[src/rtl/foobar_pkg.sv]
// foobar_pkg: shared types and constants for the foobar event logging path.
//   evt_rec_t  - one captured event: type {bar,foo}, both count snapshots, timestamp.
//   EVT_*      - record type encodings.
// The ts field is sized for the widest supported timestamp (TS_W <= EVT_TS_MAX_W).
// Users cast it down to their own TS_W.
package foobar_pkg;

    localparam logic [1:0] EVT_FOO  = 2'b01;
    localparam logic [1:0] EVT_BAR  = 2'b10;
    localparam logic [1:0] EVT_BOTH = 2'b11;

    localparam int unsigned EVT_TS_MAX_W = 32;
    // Bits of a record excluding the timestamp: type + two 8-bit counts.
    localparam int unsigned EVT_HDR_W    = 18;

    typedef struct packed {
        logic [1:0]              evt_type;
        logic [7:0]              cnt_foo;
        logic [7:0]              cnt_bar;
        logic [EVT_TS_MAX_W-1:0] ts;
    } evt_rec_t;

endpackage

[src/rtl/foobar_sync_fifo.sv]
// foobar_sync_fifo: generic first-word-fall-through FIFO.
//   clk, rst_n  - clock, asynchronous active-low reset
//   clr         - synchronous flush, dominates push/pop
//   push, wdata - write request and data (caller must not push when full without a pop)
//   pop         - read request (caller must not pop when empty)
//   rdata       - head entry, zero while empty
//   level       - occupancy, 0..DEPTH
//   full, empty - occupancy flags
module foobar_sync_fifo #(
    parameter int unsigned WIDTH = 8,
    parameter int unsigned DEPTH = 8
) (
    input  logic                     clk,
    input  logic                     rst_n,
    input  logic                     clr,
    input  logic                     push,
    input  logic [WIDTH-1:0]         wdata,
    input  logic                     pop,
    output logic [WIDTH-1:0]         rdata,
    output logic [$clog2(DEPTH):0]   level,
    output logic                     full,
    output logic                     empty
);

    localparam int unsigned AW = $clog2(DEPTH);

    logic [AW-1:0]    wr_ptr_q, rd_ptr_q;
    logic [AW:0]      level_q;
    logic [WIDTH-1:0] mem_q [DEPTH];

    // DEPTH is a power of two, so pointers wrap by natural overflow.
    always_ff @(posedge clk or negedge rst_n) begin
        if (!rst_n) begin
            wr_ptr_q <= '0;
            rd_ptr_q <= '0;
            level_q  <= '0;
        end else if (clr) begin
            wr_ptr_q <= '0;
            rd_ptr_q <= '0;
            level_q  <= '0;
        end else begin
            if (push) wr_ptr_q <= wr_ptr_q + 1'b1;
            if (pop)  rd_ptr_q <= rd_ptr_q + 1'b1;
            unique case ({push, pop})
                2'b10:   level_q <= level_q + 1'b1;
                2'b01:   level_q <= level_q - 1'b1;
                default: level_q <= level_q;
            endcase
        end
    end

    always_ff @(posedge clk) begin
        if (push && !clr) begin
            mem_q[wr_ptr_q] <= wdata;
        end
    end

    assign empty = (level_q == '0);
    assign full  = (level_q == (AW+1)'(DEPTH));
    assign level = level_q;
    assign rdata = empty ? '0 : mem_q[rd_ptr_q];

endmodule

[src/rtl/foobar_evt_fifo.sv]
// foobar_evt_fifo: captures foobar foo/bar events into records and buffers them
// in a FWFT FIFO for a downstream valid/ready consumer.
//   clk, rst_n          - clock, asynchronous active-low reset
//   clr                 - synchronous flush of FIFO, overflow state and timestamp
//   en, foo, bar        - capture enable and event pulses
//   count_foo/count_bar - running counts snapshotted into each record
//   out_valid/out_ready - head-record handshake
//   out_type/out_cnt_*  - head record fields (zero while empty)
//   out_ts              - head record timestamp
//   level, full         - occupancy
//   ovf, ovf_cnt        - sticky drop flag and saturating drop count
// Build option: define FOOBAR_EVT_TS_EN to add a free-running timestamp counter
// (advances on every cycle with en=1) captured into each record. Without it,
// no timestamp is stored and out_ts is 0.
module foobar_evt_fifo
    import foobar_pkg::*;
#(
    parameter int unsigned DEPTH = 8,
    parameter int unsigned TS_W  = 16,
    parameter int unsigned OVF_W = 8
) (
    input  logic                   clk,
    input  logic                   rst_n,
    input  logic                   clr,
    input  logic                   en,
    input  logic                   foo,
    input  logic                   bar,
    input  logic [7:0]             count_foo,
    input  logic [7:0]             count_bar,
    output logic                   out_valid,
    input  logic                   out_ready,
    output logic [1:0]             out_type,
    output logic [7:0]             out_cnt_foo,
    output logic [7:0]             out_cnt_bar,
    output logic [TS_W-1:0]        out_ts,
    output logic [$clog2(DEPTH):0] level,
    output logic                   full,
    output logic                   ovf,
    output logic [OVF_W-1:0]       ovf_cnt
);

`ifdef FOOBAR_EVT_TS_EN
    localparam int unsigned FW = EVT_HDR_W + TS_W;
`else
    localparam int unsigned FW = EVT_HDR_W;
`endif

    logic           evt, push, pop, drop;
    logic           fifo_full, fifo_empty;
    logic [FW-1:0]  wdata, rdata;
    evt_rec_t       wr_rec, rd_rec;
    logic           ovf_q;
    logic [OVF_W-1:0] ovf_cnt_q;

    assign evt  = en & (foo | bar);
    // clr wins: no pop, no store, no drop accounting in a flush cycle.
    assign pop  = ~fifo_empty & out_ready & ~clr;
    // A pop in the same cycle frees the head slot, so a full FIFO still accepts.
    assign push = evt & (~fifo_full | pop) & ~clr;
    assign drop = evt & fifo_full & ~pop & ~clr;

`ifdef FOOBAR_EVT_TS_EN
    logic [TS_W-1:0] ts_q;

    always_ff @(posedge clk or negedge rst_n) begin
        if (!rst_n) begin
            ts_q <= '0;
        end else if (clr) begin
            ts_q <= '0;
        end else if (en) begin
            ts_q <= ts_q + 1'b1;
        end
    end

    always_comb begin
        wr_rec          = '0;
        wr_rec.evt_type = {bar, foo};
        wr_rec.cnt_foo  = count_foo;
        wr_rec.cnt_bar  = count_bar;
        wr_rec.ts       = EVT_TS_MAX_W'(ts_q);
        wdata = {wr_rec.evt_type, wr_rec.cnt_foo, wr_rec.cnt_bar, TS_W'(wr_rec.ts)};
        rd_rec = {rdata[FW-1:TS_W], EVT_TS_MAX_W'(rdata[TS_W-1:0])};
    end
`else
    always_comb begin
        wr_rec          = '0;
        wr_rec.evt_type = {bar, foo};
        wr_rec.cnt_foo  = count_foo;
        wr_rec.cnt_bar  = count_bar;
        // Timestamp occupies the struct LSBs; shifting it out leaves the header.
        wdata  = FW'(wr_rec >> EVT_TS_MAX_W);
        rd_rec = {rdata, {EVT_TS_MAX_W{1'b0}}};
    end
`endif

    foobar_sync_fifo #(
        .WIDTH (FW),
        .DEPTH (DEPTH)
    ) u_fifo (
        .clk   (clk),
        .rst_n (rst_n),
        .clr   (clr),
        .push  (push),
        .wdata (wdata),
        .pop   (pop),
        .rdata (rdata),
        .level (level),
        .full  (fifo_full),
        .empty (fifo_empty)
    );

    always_ff @(posedge clk or negedge rst_n) begin
        if (!rst_n) begin
            ovf_q     <= 1'b0;
            ovf_cnt_q <= '0;
        end else if (clr) begin
            ovf_q     <= 1'b0;
            ovf_cnt_q <= '0;
        end else if (drop) begin
            ovf_q <= 1'b1;
            if (ovf_cnt_q != '1) ovf_cnt_q <= ovf_cnt_q + 1'b1;
        end
    end

    assign out_valid   = ~fifo_empty;
    assign out_type    = rd_rec.evt_type;
    assign out_cnt_foo = rd_rec.cnt_foo;
    assign out_cnt_bar = rd_rec.cnt_bar;
    assign out_ts      = TS_W'(rd_rec.ts);
    assign full        = fifo_full;
    assign ovf         = ovf_q;
    assign ovf_cnt     = ovf_cnt_q;

endmodule

[config.mk]
export PLATFORM = sky130hd
export DESIGN_NAME = foobar_evt_fifo
export DESIGN_NICKNAME = d
export VERILOG_FILES = /design/src/rtl/foobar_pkg.sv /design/src/rtl/foobar_sync_fifo.sv /design/src/rtl/foobar_evt_fifo.sv
export SDC_FILE = /design/constraint.sdc
export NUM_CORES = 1
export LEC_CHECK = 0
export ABC_AREA = 0
export BUFFER_PORTS_ARGS = -buffer_cell sky130_fd_sc_hd__buf_4
export CAP_MARGIN = 10
export CORE_UTILIZATION = 58
export DETAILED_ROUTE_END_ITERATION = 10
export GPL_TIMING_DRIVEN = 1
export PLACE_DENSITY = 0.86
export SETUP_SLACK_MARGIN = 0.4
export SLEW_MARGIN = 20
export SYNTH_ARGS = -nofsm -noshare
export SYNTH_HDL_FRONTEND = slang
export SYNTH_SLANG_ARGS = --single-unit
[constraint.sdc]
create_clock -name clk -period 4.22 [get_ports clk]
set_input_delay 0 -clock clk [delete_from_list [all_inputs] [get_ports clk]]
set_output_delay 0 -clock clk [all_outputs]
set_load 0.02 [all_outputs]
==> impl_metrics.yaml <==
outcome:
  status: "completed"
setup_path:
  rr_startpoint: "u_fifo.level[1]"
  slowest_stage: "dfrtp_2"
  cpMostUsedCell: "buf_4"
  cp.arrival_ns: 2.70
  cp-start-kind: "flop"
  r2r-end: "u_fifo.level[3]"
  crit_fanout: 22
  startpoint: "u_fifo.rd_ptr_q[0]"
  max_stage_delay_ns: 0.72
  worst-r2r-cell-count: 7
  crit_chain: "buf_4, mux4_2, mux2i_1, nor2_1, buf_4"
  endpoint_kind: "primary output"
  cp_data_required_time_ns: 4.22
  r2r_setup_slack_ns: 1.60
  crit_type: "flop to primary output"
pwr:
  leakagePower_nw: 2.84
  switching_power_mw: 1.18
  pwr-share-clk_pct: 36.8
  p_seq_share_pct: 42.9
  peakVddDrop_uv: 280
  p_sw_share_pct: 26.9
  p_int_mw: 3.19
  pwr-share-comb_pct: 20.2
  p_per_area_nw_per_um2: 530
synth:
  synth_commonest_cells: "edfxtp_1 (144), mux4_2 (36), nor2_1 (34), dfrtp_1 (19), mux2i_1 (19)"
  async_flop_share_pct: 11.7
  seq_area_frac_synth_pct: 69.8
  synth.most_common_cell: "edfxtp_1"
  ys.warnings.count: 0
  synth_area_leaders: "edfxtp_1 (63%), mux4_2 (12%), dfrtp_1 (6.9%), mux2i_1 (2.8%), nor2_1 (1.9%)"
  ys_seq_elements: 163
  synthesis.area_um2: 6870
  synth.largest_area_cell: "edfxtp_1"
  ys_types: 48
  syn_avg_cell_area_um2: 17.9
  synth_flop_cell: "edfxtp_1"
  synth_top_cell_area_share_pct: 62.9
  synth-edff-count: 144
  syn-instance-count: 384
die:
  design.core.area_um2: 11500
  initial_core_util_pct: 59.9
  dieArea_um2: 12300
  num_rows: 39
  die_h_um: 111
  die_w_um: 111
  io_pins: 72
cells_and_area:
  syn2layout_area_growth_pct: 19.8
  fillCellCount: 664
  layout-drive-gt1-share_pct: 29.7
  fin_util_pct: 71.8
  num_antenna_cells: 0
  nets: 501
timing:
  fin_setup_tns_ns: 0
  min_period_ns: 2.70
  fin_crit_sh_pct: 64.0
  max_slew_margin_pct: 37.6
  clock_skew_ns: 0.00851
  slew_violations: 0
  rsz0062_at_grt: "no"
  max_freq_mhz: 370
  hold_violations: 0
  setup_viol: 0
  worstMarginPinSlew_ns: 0.934
global_route:
  grt-ovfl-total: 0
  antenna_found_initial: 0
  grt_start_max_net_pins: 29
  track_usage_pct: 23.7
  first_global_vias: 3874
  grt_pass1_wl_um: 21300
cts:
  cts_buffer_depth: 2
  clkSinkCount: 163
  cts_root_buf: "clkbuf_16"
  clock_latency_ns: 0.42
  cts_tree: "built"
  h-tree-depth: 4
  cts.clk_slew.worst_paths_ns: 0.06
  numCtsBuffers: 17
  cts_setup_buffers: 0
drt:
  met1_length_um: 5570
  vias: 3847
  postRouteAntennaNets: 0
  drc: 0
  dr_wl_met2_um: 6900
  drtPass1Iterations: 5
  drt_iter0_drc: 322
  routed_wl_um: 13600
  top_layer: "met4"
  wl_per_cell_um: 21.7
  wl_met3_um: 872
  via_per_inst: 6.13
hold_path:
  min_path_type: "input port to flop"
  min_to: "u_fifo.level[2]"
  min_path_cells: 5
  min_from: "en"
placed_design:
  io_buffers: 55
  place_congestion: 0.842
  hpwl_um: 7810
flow_run:
  maxCapViolations: 0
registers in the layout, summed over array words and instances (netlist names):
| signal | cells |
|---|---|
| u_fifo.rd_ptr_q | 3 |
| ovf_cnt | 8 |
| u_fifo.level | 4 |
| u_fifo.wr_ptr_q | 3 |
| u_fifo.mem_q | 144 |
| ovf | 1 |
worst max-delay path: cells and delay by family (launching register included):
family,cells,cell delay [ns]
buf+inv,2,0.66
flops,1,0.72
mux,2,0.81
simple gates,1,0.07
per-stage QoR:
step / hold slack (ns) / area [µm²] / instances / power, mW / setup WS (ns)
after floorplan: -0.296 / 6930 / 399 / 2.51 / 1.07
after global placement: -0.114 / 7390 / 574 / 2.74 / 1.78
after detailed placement: -0.106 / 7390 / 574 / 2.77 / 1.66
after CTS: 0.268 / 8230 / 628 / 4.39 / 1.45
after global routing: 0.307 / 8230 / 628 / 4.51 / 1.30
final: 0.291 / 8230 / 628 / 4.37 / 1.52
placed cells by master (no fill, tap or decap), types with 2 or more instances in the layout:
cell	netlist	routed
a21oi_1	12	12
buf_4	16	66
bufinv_16	0	4
clkbuf_1	6	2
clkbuf_16	0	17
clkinv_2	0	4
clkinv_4	0	3
conb_1	1	16
dfrtp_1	19	18
dlygate4sd3_1	0	22
edfxtp_1	144	144
ha_1	5	5
inv_1	4	4
mux2i_1	19	19
mux4_2	36	36
nand2_1	6	6
nand2b_1	3	3
nand3_1	10	10
nand3b_1	4	4
nand4_1	3	3
nor2_1	34	34
nor3_1	9	7
nor3_2	0	2
o21ai_0	5	5
o21ai_1	2	2
o31ai_1	3	3
or3_1	3	3
or4_1	4	4
xor2_1	3	3
layout make-up:
cell class | instances | area, µm² | area share, %
clock inverters | 13 | 183 | 2.22
repair buffers | 88 | 716 | 8.70
well taps | 143 | 179 | 2.17
flip-flops and latches | 163 | 4800 | 58.3
clock buffers | 19 | 433 | 5.26
multi-input cells | 198 | 1900 | 23.1
inverters | 4 | 15.0 | 0.182
power by group through the flow:
stage               combinational, mW  sequential, mW  clock [mW]
finish                          0.884            1.87        1.61
global placement                0.842            1.90           0
detailed placement              0.862            1.91           0
floorplan                       0.636            1.87           0
global route                    0.940            1.88        1.69
CTS                             0.890            1.88        1.63
cells by family (layout without fill, tap and decap cells):
kind of cell | after synthesis | in the layout | share of synthesized area, %
AOI/OAI and AO/OA | 32 | 32 | 3.60
xor gates and xnor gates | 4 | 4 | 0.510
adders and majority gates | 6 | 6 | 1.20
buffers and inverters | 38 | 124 | 3.42
DFF | 163 | 163 | 69.8
muxes | 55 | 55 | 14.6
other | 1 | 16 | 0.0546
and+or+nand+nor | 85 | 85 | 6.81
how the worst max path moves through the flow:
stage | endpoint | slack [ns]
global route | out_cnt_foo[5] | 1.30
CTS | out_cnt_foo[5] | 1.45
floorplan | u_fifo.mem_q[0][0] | 1.07
global placement | u_fifo.level[3] | 1.78
finish | out_cnt_foo[0] | 1.52
detailed placement | u_fifo.level[3] | 1.66
repair_timing:
action | CTS | global route
endpoints found under the setup margin | 0 | 0
hold endpoints to repair | 182 | 0
resized for setup | 0 | 0
hold buffers | 22 | 0
layer usage:
layer	up-vias	global-route usage, %
met4	0	10.2
met5	-	0
met3	24	5.52
met2	190	37.5
met1	1958	31.9
li1	1675	-
No activity file was read; power rests on OpenSTA's default activity.
